### src/rtl/eth_hdr_classifier_pkg.sv
// Shared constants and helpers for the Ethernet header classifier and the
// lookup stages that follow it.
package eth_hdr_classifier_pkg;

  localparam logic [15:0] ETHTYPE_IPV4 = 16'h0800;
  localparam logic [15:0] ETHTYPE_ARP  = 16'h0806;
  localparam logic [15:0] ETHTYPE_IPV6 = 16'h86DD;
  localparam logic [15:0] ETHTYPE_VLAN = 16'h8100;

  typedef enum logic [1:0] {
    ETHCLASS_OTHER = 2'd0,
    ETHCLASS_IPV4  = 2'd1,
    ETHCLASS_ARP   = 2'd2,
    ETHCLASS_IPV6  = 2'd3
  } ethclass_e;

  // Header field offsets, in bits counted down from the tdata MSB.
  localparam int DMAC_OFS  = 0;
  localparam int ETYPE_OFS = 96;
  localparam int TCI_OFS   = 112;
  localparam int INNER_OFS = 128;

  localparam int SPORT_WIDTH = 8;

  // A nested 0x8100 falls through to OTHER, which is how double tags are reported.
  function automatic ethclass_e ethclass_of(input logic [15:0] etype);
    ethclass_e cls;
    cls = ETHCLASS_OTHER;
    case (etype)
      ETHTYPE_IPV4: cls = ETHCLASS_IPV4;
      ETHTYPE_ARP:  cls = ETHCLASS_ARP;
      ETHTYPE_IPV6: cls = ETHCLASS_IPV6;
      default:      cls = ETHCLASS_OTHER;
    endcase
    return cls;
  endfunction

endpackage

### src/rtl/eth_hdr_classifier_sport_decode.sv
// Source-port field decode: one-hot position -> {port index, CPU flag, bad}.
// Even bit positions are MAC ports, odd positions the matching CPU queue.
module eth_sport_decode
  import eth_hdr_classifier_pkg::*;
#(
  parameter int NUM_PORTS = 4
) (
  input  logic [SPORT_WIDTH-1:0] sport,
  output logic [1:0]             port_idx,
  output logic                   from_cpu,
  output logic                   bad
);

  logic [3:0] ones;
  logic [2:0] pos;

  always_comb begin
    ones = '0;
    pos  = '0;
    for (int i = 0; i < SPORT_WIDTH; i++) begin
      if (sport[i]) begin
        ones = ones + 4'd1;
        pos  = 3'(i);
      end
    end
    bad = (ones != 4'd1) || (32'(pos[2:1]) >= NUM_PORTS);
    // A rejected field reports port 0 / not-CPU so downstream never sees a half-valid decode.
    port_idx = bad ? 2'd0 : pos[2:1];
    from_cpu = !bad && pos[0];
  end

endmodule

### src/rtl/eth_hdr_classifier.sv
// Ethernet header classifier: snoops the packet stream, captures the first beat
// of each packet and produces one classification result per packet.
module eth_hdr_classifier
  import eth_hdr_classifier_pkg::*;
#(
  parameter int C_S_AXIS_TDATA_WIDTH = 256,
  parameter int C_S_AXIS_TUSER_WIDTH = 128,
  parameter int NUM_PORTS            = 4,
  parameter int MAC_WIDTH            = 48,
  parameter int SRC_PORT_POS         = 16
) (
  input  logic                              clk,
  input  logic                              reset,
  input  logic [C_S_AXIS_TDATA_WIDTH-1:0]   s_axis_tdata,
  input  logic [C_S_AXIS_TUSER_WIDTH-1:0]   s_axis_tuser,
  input  logic                              s_axis_tvalid,
  input  logic                              s_axis_tlast,
  input  logic                              s_axis_tready,
  output logic                              o_hdr_ready,
  input  logic [NUM_PORTS*MAC_WIDTH-1:0]    i_macs,
  output logic                              o_valid,
  input  logic                              i_ready,
  output logic                              o_is_for_us,
  output logic                              o_is_bcast,
  output logic                              o_is_mcast,
  output logic                              o_is_vlan,
  output logic [11:0]                       o_vid,
  output logic [1:0]                        o_ethclass,
  output logic                              o_from_cpu,
  output logic [1:0]                        o_port_idx,
  output logic                              o_bad_sport
);

  localparam int TD_MSB    = C_S_AXIS_TDATA_WIDTH - 1;
  localparam int GROUP_BIT = MAC_WIDTH - 8;

  logic                   in_pkt_reg;
  logic                   sop;
  logic                   beat_accept;
  logic                   s2_load;

  logic                   s1_valid_reg;
  logic [MAC_WIDTH-1:0]   s1_dmac_reg;
  logic [15:0]            s1_etype_reg;
  logic [11:0]            s1_vid_reg;
  logic [15:0]            s1_inner_reg;
  logic [SPORT_WIDTH-1:0] s1_sport_reg;

  logic [1:0]             dec_port_idx;
  logic                   dec_from_cpu;
  logic                   dec_bad;
  logic [NUM_PORTS-1:0]   mac_hit;

  logic                   bcast_next;
  logic                   mcast_next;
  logic                   vlan_next;
  logic [11:0]            vid_next;
  ethclass_e              ethclass_next;
  logic                   for_us_next;

  logic                   unused_bits;

  assign sop         = s_axis_tvalid && !in_pkt_reg;
  // Only a SOP can be stalled, and only until both pipeline slots can take it.
  assign o_hdr_ready = !sop || (!s1_valid_reg && (!o_valid || i_ready));
  assign beat_accept = s_axis_tvalid && s_axis_tready && o_hdr_ready;
  assign s2_load     = s1_valid_reg && (!o_valid || i_ready);

  assign unused_bits = ^{s_axis_tdata, s_axis_tuser};

  always_ff @(posedge clk) begin
    if (reset) begin
      in_pkt_reg <= 1'b0;
    end else if (beat_accept) begin
      in_pkt_reg <= !s_axis_tlast;
    end
  end

  // Stage 1: capture the raw header fields of the SOP beat.
  always_ff @(posedge clk) begin
    if (reset) begin
      s1_valid_reg <= 1'b0;
      s1_dmac_reg  <= '0;
      s1_etype_reg <= '0;
      s1_vid_reg   <= '0;
      s1_inner_reg <= '0;
      s1_sport_reg <= '0;
    end else if (beat_accept && sop) begin
      s1_valid_reg <= 1'b1;
      s1_dmac_reg  <= s_axis_tdata[TD_MSB-DMAC_OFS -: MAC_WIDTH];
      s1_etype_reg <= s_axis_tdata[TD_MSB-ETYPE_OFS -: 16];
      s1_vid_reg   <= s_axis_tdata[TD_MSB-TCI_OFS-4 -: 12];
      s1_inner_reg <= s_axis_tdata[TD_MSB-INNER_OFS -: 16];
      s1_sport_reg <= s_axis_tuser[SRC_PORT_POS +: SPORT_WIDTH];
    end else if (s2_load) begin
      s1_valid_reg <= 1'b0;
    end
  end

  eth_sport_decode #(
    .NUM_PORTS (NUM_PORTS)
  ) u_sport_decode (
    .sport    (s1_sport_reg),
    .port_idx (dec_port_idx),
    .from_cpu (dec_from_cpu),
    .bad      (dec_bad)
  );

  generate
    for (genvar gi = 0; gi < NUM_PORTS; gi++) begin : g_mac_hit
      assign mac_hit[gi] = (dec_port_idx == 2'(gi)) &&
                           (s1_dmac_reg == i_macs[gi*MAC_WIDTH +: MAC_WIDTH]);
    end
  endgenerate

  always_comb begin
    bcast_next    = &s1_dmac_reg;
    mcast_next    = s1_dmac_reg[GROUP_BIT] && !bcast_next;
    vlan_next     = (s1_etype_reg == ETHTYPE_VLAN);
    vid_next      = vlan_next ? s1_vid_reg : 12'd0;
    ethclass_next = vlan_next ? ethclass_of(s1_inner_reg) : ethclass_of(s1_etype_reg);
    // CPU-injected or malformed-source packets are never addressed to us.
    for_us_next   = !dec_bad && !dec_from_cpu && (bcast_next || mcast_next || (|mac_hit));
  end

  // Stage 2: result register with valid/ready handshake.
  always_ff @(posedge clk) begin
    if (reset) begin
      o_valid     <= 1'b0;
      o_is_for_us <= 1'b0;
      o_is_bcast  <= 1'b0;
      o_is_mcast  <= 1'b0;
      o_is_vlan   <= 1'b0;
      o_vid       <= '0;
      o_ethclass  <= '0;
      o_from_cpu  <= 1'b0;
      o_port_idx  <= '0;
      o_bad_sport <= 1'b0;
    end else if (s2_load) begin
      o_valid     <= 1'b1;
      o_is_for_us <= for_us_next;
      o_is_bcast  <= bcast_next;
      o_is_mcast  <= mcast_next;
      o_is_vlan   <= vlan_next;
      o_vid       <= vid_next;
      o_ethclass  <= ethclass_next;
      o_from_cpu  <= dec_from_cpu;
      o_port_idx  <= dec_port_idx;
      o_bad_sport <= dec_bad;
    end else if (o_valid && i_ready) begin
      o_valid <= 1'b0;
    end
  end

endmodule

### config.mk
export PLATFORM = sky130hd
export DESIGN_NAME = eth_hdr_classifier
export DESIGN_NICKNAME = d
export VERILOG_FILES = /design/src/rtl/eth_hdr_classifier_pkg.sv /design/src/rtl/eth_hdr_classifier_sport_decode.sv /design/src/rtl/eth_hdr_classifier.sv
export SDC_FILE = /design/constraint.sdc
export NUM_CORES = 1
export LEC_CHECK = 0
export BUFFER_PORTS_ARGS = -buffer_cell sky130_fd_sc_hd__buf_2
export CORE_AREA = 5 5 232 234
export DETAILED_ROUTE_END_ITERATION = 6
export DIE_AREA = 0 0 237 239
export RECOVER_POWER = 50
export SLEW_MARGIN = 25
export SYNTH_ARGS = -nofsm -noshare
export SYNTH_HDL_FRONTEND = slang
export SYNTH_SLANG_ARGS = --single-unit
### constraint.sdc
create_clock -name clk -period 9.7 [get_ports clk]
set_input_delay 0 -clock clk [delete_from_list [all_inputs] [get_ports clk]]
set_output_delay 0 -clock clk [all_outputs]
set_load 0.01 [all_outputs]
# After elaboration in Yosys (flattened, before gate mapping)
# Index checks and enable logic that the tools add are counted.
[totals] out_inout_bits=24 word_cells=95 reg_bits=125 in_bits=582
[op_classes] n_eq_ne=15 n_mux=24 addsub=7 reduce_logical=32
[ops] operator="48-bit equality test" n=4
[ops] operator="16-bit by 12-bit equality test with 1-bit output, second input constant" n=4
[ops] operator="16-bit equality test, second input constant" n=3
[ops] operator="48-bit AND reduction" n=1
[ops] operator="4-bit two-way mux" n=7
[ops] operator="4-bit by 1-bit adder with 4-bit output, second input constant" n=6
[ops] operator="1-bit logical AND" n=15
[ops] operator="12-bit two-way mux" n=1
[ops] operator="3-bit two-way mux" n=4
[ops] operator="2-bit one-hot mux with 3 select lines" n=2
[ops] operator="1-bit logical NOT" n=8
[ops] operator="2-bit two-way mux" n=4
[ops] operator="1-bit two-way mux" n=6
[ops] operator="2-bit equality test, second input constant" n=2
[ops] operator="1-bit logical OR" n=4
[ops] operator="4-bit by 1-bit != test with 1-bit output, second input constant" n=1
[ops] operator="2-bit nonzero test" n=2
[ops] operator="4-bit OR reduction" n=1
[ops] operator="1-bit by 1-bit adder with 2-bit output, second input constant" n=1
[ops] operator="2-bit by 1-bit equality test with 1-bit output, second input constant" n=1
[ops] operator="2-bit logical NOT" n=1

# Depth between registers and ports, before layout
[logic_depth] depth_word=22 mapped_depth=20 depth_no_buf=20

# Cells and area by module
# From an unflattened synthesis, not the netlist that was laid out.
[unflattened] hier_cells=1001 area_unflattened_um2=7758.7
[modules_own_cells] mod="eth_hdr_classifier" area_each_um2=7146.9 instances=1 cells_per_inst=923 seq_area_each_um2=2502.4
[modules_own_cells] mod="eth_sport_decode" area_each_um2=611.8 instances=1 cells_per_inst=78 seq_area_each_um2=0.0

# Worst setup path before layout
# OpenSTA, ideal clock, no wires.
[synth_path] kind="register to register" start="reg s1_sport_reg[1]" end="reg o_from_cpu" arrival_time_ps=4354 path_buffers=1 path_stages_with_launch=21 required_time_ps=9615 synth_period_minus_slack_ps=4439 setup_ps=85 setup_slack_ps=5261 cell_sequence="dfxtp_1 > inv_1 > ha_1 > clkbuf_1 > xor2_1 > ha_1 > nand2_1 > o31ai_1 > ha_1 > mux2_2 > ha_1 > a221o_1 > ha_1 > mux2_2 > ha_1 > nor2_1 > nand3_1 > o31ai_1 > a22o_1 > o2111ai_4 > o31ai_2"
[synth_via] elab_chain_cells=16 elab_cells_between_ends=23 classes_between="add/sub: 6; eq/ne: 1; mux: 14; reduce/logical: 2"
[synth_rtl] item="start: declaration" line="eth_hdr_classifier.sv:47" source="logic [SPORT_WIDTH-1:0] s1_sport_reg;"
[synth_rtl] item="start signal: assignment" line="eth_hdr_classifier.sv:94" source="s1_sport_reg <= s_axis_tuser[SRC_PORT_POS +: SPORT_WIDTH];"
[synth_rtl] item="4-bit two-way mux" line="eth_hdr_classifier_sport_decode.sv:21" source="if (sport[i]) begin"
[synth_rtl] item="4-bit by 1-bit adder with 4-bit output" line="eth_hdr_classifier_sport_decode.sv:22" source="ones = ones + 4'd1;"
[synth_rtl] item="4-bit two-way mux" line="eth_hdr_classifier_sport_decode.sv:21"
[synth_rtl] item="4-bit by 1-bit adder with 4-bit output" line="eth_hdr_classifier_sport_decode.sv:22"
[synth_rtl] item="4-bit two-way mux" line="eth_hdr_classifier_sport_decode.sv:21"
[synth_rtl] item="4-bit by 1-bit adder with 4-bit output" line="eth_hdr_classifier_sport_decode.sv:22"
[synth_rtl] item="4-bit two-way mux" line="eth_hdr_classifier_sport_decode.sv:21"
[synth_rtl] item="4-bit by 1-bit adder with 4-bit output" line="eth_hdr_classifier_sport_decode.sv:22"
[synth_rtl] item="4-bit two-way mux" line="eth_hdr_classifier_sport_decode.sv:21"
[synth_rtl] item="4-bit by 1-bit adder with 4-bit output" line="eth_hdr_classifier_sport_decode.sv:22"
[synth_rtl] item="4-bit two-way mux" line="eth_hdr_classifier_sport_decode.sv:21"
[synth_rtl] item="4-bit by 1-bit adder with 4-bit output" line="eth_hdr_classifier_sport_decode.sv:22"
[synth_rtl] item="4-bit two-way mux" line="eth_hdr_classifier_sport_decode.sv:21"
[synth_rtl] item="4-bit by 1-bit != test with 1-bit output" line="eth_hdr_classifier_sport_decode.sv:26" source="bad = (ones != 4'd1) || (32'(pos[2:1]) >= NUM_PORTS);"
[synth_rtl] item="1-bit logical NOT" line="eth_hdr_classifier_sport_decode.sv:29" source="from_cpu = !bad && pos[0];"
[synth_rtl] item="1-bit logical AND (*)" line="eth_hdr_classifier_sport_decode.sv:29"
[synth_rtl] item="end signal: assignment" line="eth_hdr_classifier.sv:147" source="o_from_cpu <= dec_from_cpu;"
[synth_rtl] item="end: declaration" line="eth_hdr_classifier.sv:29" source="output logic o_from_cpu,"
# Every way passes the cells marked *; elsewhere a longest branch is shown, timed or not.
# A chain may end at the register's enable or synchronous reset.

# Final worst setup path
[layout_path] start="reg o_valid" end="reg s1_etype_reg[13]"
[layout_via] elab_chain_cells=6
[layout_rtl] item="start: declaration" line="eth_hdr_classifier.sv:21" source="output logic o_valid,"
[layout_rtl] item="start signal: assignment" line="eth_hdr_classifier.sv:129" source="o_valid <= 1'b0;"
[layout_rtl] item="start signal: assignment" line="eth_hdr_classifier.sv:140" source="o_valid <= 1'b1;"
[layout_rtl] item="start signal: assignment" line="eth_hdr_classifier.sv:151" source="o_valid <= 1'b0;"
[layout_rtl] item="1-bit logical NOT" line="eth_hdr_classifier.sv:65" source="assign o_hdr_ready = !sop || (!s1_valid_reg && (!o_valid || i_ready));"
[layout_rtl] item="1-bit logical OR" line="eth_hdr_classifier.sv:65"
[layout_rtl] item="1-bit logical AND" line="eth_hdr_classifier.sv:65"
[layout_rtl] item="1-bit logical OR" line="eth_hdr_classifier.sv:65"
[layout_rtl] item="1-bit logical AND" line="eth_hdr_classifier.sv:66" source="assign beat_accept = s_axis_tvalid && s_axis_tready && o_hdr_ready;"
[layout_rtl] item="1-bit logical AND" line="eth_hdr_classifier.sv:88" source="end else if (beat_accept && sop) begin"
[layout_rtl] item="end signal: assignment" line="eth_hdr_classifier.sv:91" source="s1_etype_reg <= s_axis_tdata[TD_MSB-ETYPE_OFS -: 16];"
[layout_rtl] item="end: declaration" line="eth_hdr_classifier.sv:44" source="logic [15:0] s1_etype_reg;"
# No other way between the ends.

==> flow_metrics.tcl <==
set metrics [dict create \
    cts_tree "built" \
    worstPathCellList "nor2b_1 -> nor2_1 -> clkbuf_1 -> nand3_1 -> or2_0 -> clkbuf_1 -> nand2_1 -> a21oi_1" \
    avgRoutedWirePerCell_um 19.90 \
    yosys.cell_types.count 52 \
    finalWirelength_mm 40.56 \
    synth_area_mm2 0.007511 \
    max_freq_mhz 169.1 \
    post_cts_buffers 0 \
    place_area_mm2 0.009691 \
    yosysMostFrequentCell "nand2_1" \
    critPathSlowestCell "or2_0" \
    final_cells 2038 \
    finalSetupTns_ns 0 \
    cts.sinks 125 \
    drc_errors 0 \
    worstSkewPairLatency_ns 0.48 \
    stdcell_area_mm2 0.01133 \
    nets 1923 \
    hold_class "in2reg" \
    area_growth_pct 50.84 \
    cts.path.max_buffers 2 \
    dp_slack_ns 4.884 \
    synthArstFlopShare_pct 0 \
    core_area_mm2 0.05181 \
    grt_overflow 0 \
    fin_util_pct 21.87 \
    synth_edf_count 0 \
    ys_ff_latch 125 \
    dpl.cell_count 1900 \
    synth_warnings 0 \
    num_rows 84 \
    synthTopCellsByArea "dfxtp_1, xnor2_1, nand2_1, xor2_1, a21oi_1" \
    grt_pass1_wl_mm 57.29 \
    crit_path_end_kind "flop" \
    via_per_inst 4.055 \
    worst_path_most_repeated_cell "clkbuf_1" \
    rsz0062_at_grt "false" \
    clkTransAtPathRegs_ns 0.07 \
    gp_congestion 0.9595 \
    fin_crit_sh_pct 60.96 \
    synth_top_family_by_area "XOR/XNOR gates" \
    num_vias 8265 \
    dp.final_hpwl_mm 31.61 \
    yosys.area.top_type "dfxtp_1" \
    grt_usage_pct 14.04 \
    die_w_um 237 \
    power.density_mw_per_mm2 143.3 \
    cp.arrival_ns 6.27 \
    layout_min_cycle_time_ns 5.913 \
    antenna_found_initial 7 \
    synth_common_cells "nand2_1, dfxtp_1, a21oi_1, xnor2_1" \
    syn_nets 1559 \
    timing.max_cap.violations 4 \
    drtIter0Drc 435 \
    synth_mux_area_share_pct 0.2999 \
    synth_xor_area_share_pct 24.29 \
    drive_above_1_share_pct 26.50 \
    dr.pass1.iters 5 \
    die_h_um 239 \
    die-area_mm2 0.05664 \
    pin_count 606 \
    status "finished, violations left" \
    synthAdderAreaFrac_pct 1.166 \
    numCtsBuffers 17 \
    drv_slew 236 \
    synth.top_cell.area_share_pct 33.32 \
    skew_ns 0.01171 \
    worstSetupStartpointType "flop" \
    violations "capacitance limit, slew limit" \
    netlist_instances 970 \
    critPathKind "reg2reg" \
    largest_register_ffs 48 \
    p_leak_nw 4.396 \
    cts-root-buf "clkbuf_16" \
    start_util_pct 14.50 \
    setup_ws_ns 3.787 \
    critPathMaxFanout 52 \
    synth_compound_area_share_pct 11.54 \
    max_stage_delay_ns 2.29 \
    yosysSeqAreaShare_pct 33.32 \
    max_slew.worst_pin.slew_ns 3.456 \
    grt_pass1_vias 8418 \
    yosys.area_share.simple_pct 23.64 \
    finalHoldViolCount 0 \
    finalSetupViolations 0 \
    crit_required_ns 10.05 \
    grt_max_degree 76 \
    htree_levels 4 \
    relSlewSlack_pct -130.4 \
    final_antenna_net_count 0 \
    port_buffers 321 \
    syn_avg_cell_area_um2 7.743 \
    synthFlopType "dfxtp_1" \
    irDropWorstVdd_uv 162.6 \
]
## timing repair
item                                   4_1_cts  5_1_grt
hold buffers                               103        0
endpoints found under the hold margin      103        0
resized for setup                            0        0
setup endpoints to repair                    0        0
## area by class of cell
class | count | area (µm²)
Fill cell | 5748 | 40490
Multi-Input combinational cell | 746 | 4584
Timing Repair Buffer | 439 | 2708
Sequential cell | 125 | 2502
Tap cell | 688 | 860.8
Clock buffer | 17 | 425.4
Clock inverter | 15 | 222.7
Inverter | 5 | 18.77
Antenna cell | 3 | 7.507
## power by group
group	internal (W)	switching (W)	leakage, nW	total, W
Clock	0.000439	0.000294	0.321	0.000734
Sequential	0.000535	0.0000449	1.02	0.000580
Combinational	0.000155	0.000155	3.06	0.000310
Total	0.00113	0.000494	4.40	0.00162
## logic make-up (layout without fill, tap and decap cells)
| family | after synthesis | count (layout) |
|---|---|---|
| adder cells (fa/ha/maj) | 7 | 7 |
| AO/OA/AOI/OAI | 150 | 150 |
| multiplexers | 2 | 2 |
| AND/OR/NAND/NOR | 385 | 385 |
| buffers and inverters | 99 | 476 |
| XOR/XNOR | 202 | 202 |
| flip-flops | 125 | 125 |
| other | 0 | 3 |
## worst paths after layout
kind              cells past startpoint              from                to  slack, ns
setup / recovery                      8           o_valid  s1_etype_reg[13]       3.79
hold / removal                        5     s_axis_tvalid   s1_dmac_reg[32]       0.18
setup reg to reg                      8           o_valid  s1_etype_reg[13]       3.79
hold reg to reg                       2  s1_etype_reg[14]  s1_etype_reg[14]       0.46
## placed cells by master (no fill, tap or decap), types with 6 or more instances in the layout
master         synthesis  layout
nand2_1              232     232
dfxtp_1              125     125
dlygate4sd3_1          1     103
nor4_1                30      30
buf_2                  0     296
ha_1                   7       7
nand3b_1               6       6
nor3_1                 9       9
clkbuf_1              86      28
xnor2_1              112     112
nor2_1                22      21
buf_4                  0      12
nand4b_1               6       6
nand3_1               20      20
clkbuf_16              0      17
xor2_1                86      86
nand4_1               47      47
a21oi_1              121     121
## metal layers
metal | global-route usage, % | part of all wire [%] | vias up | wire [µm]
li1 | - | - | 3994 | -
met1 | 17.33 | 43 | 3885 | 17380
met2 | 23.66 | 47 | 329 | 19210
met3 | 4.269 | 7.5 | 53 | 3056
met4 | 4.198 | 2.2 | 4 | 891
met5 | 0 | 0.067 | - | 27
## metrics by stage
stage	hold slack, ns	total power, W
final	0.1781	0.001624
after global routing	0.2057	0.001710
after CTS	0.04671	0.001663
after detailed placement	0.2380	0.0008723
after global placement	0.2230	0.0008650
after floorplan	0.1091	0.0007278
## critical path: cells and delay by family, from the launching register on
kind | cells | cell delay (ns)
buffers and inverters | 2 | 2.24
AO/OA/AOI/OAI | 1 | 0.24
AND/OR/NAND/NOR | 5 | 2.89
flip-flops | 1 | 0.36
(Power assumes the default switching activity.)
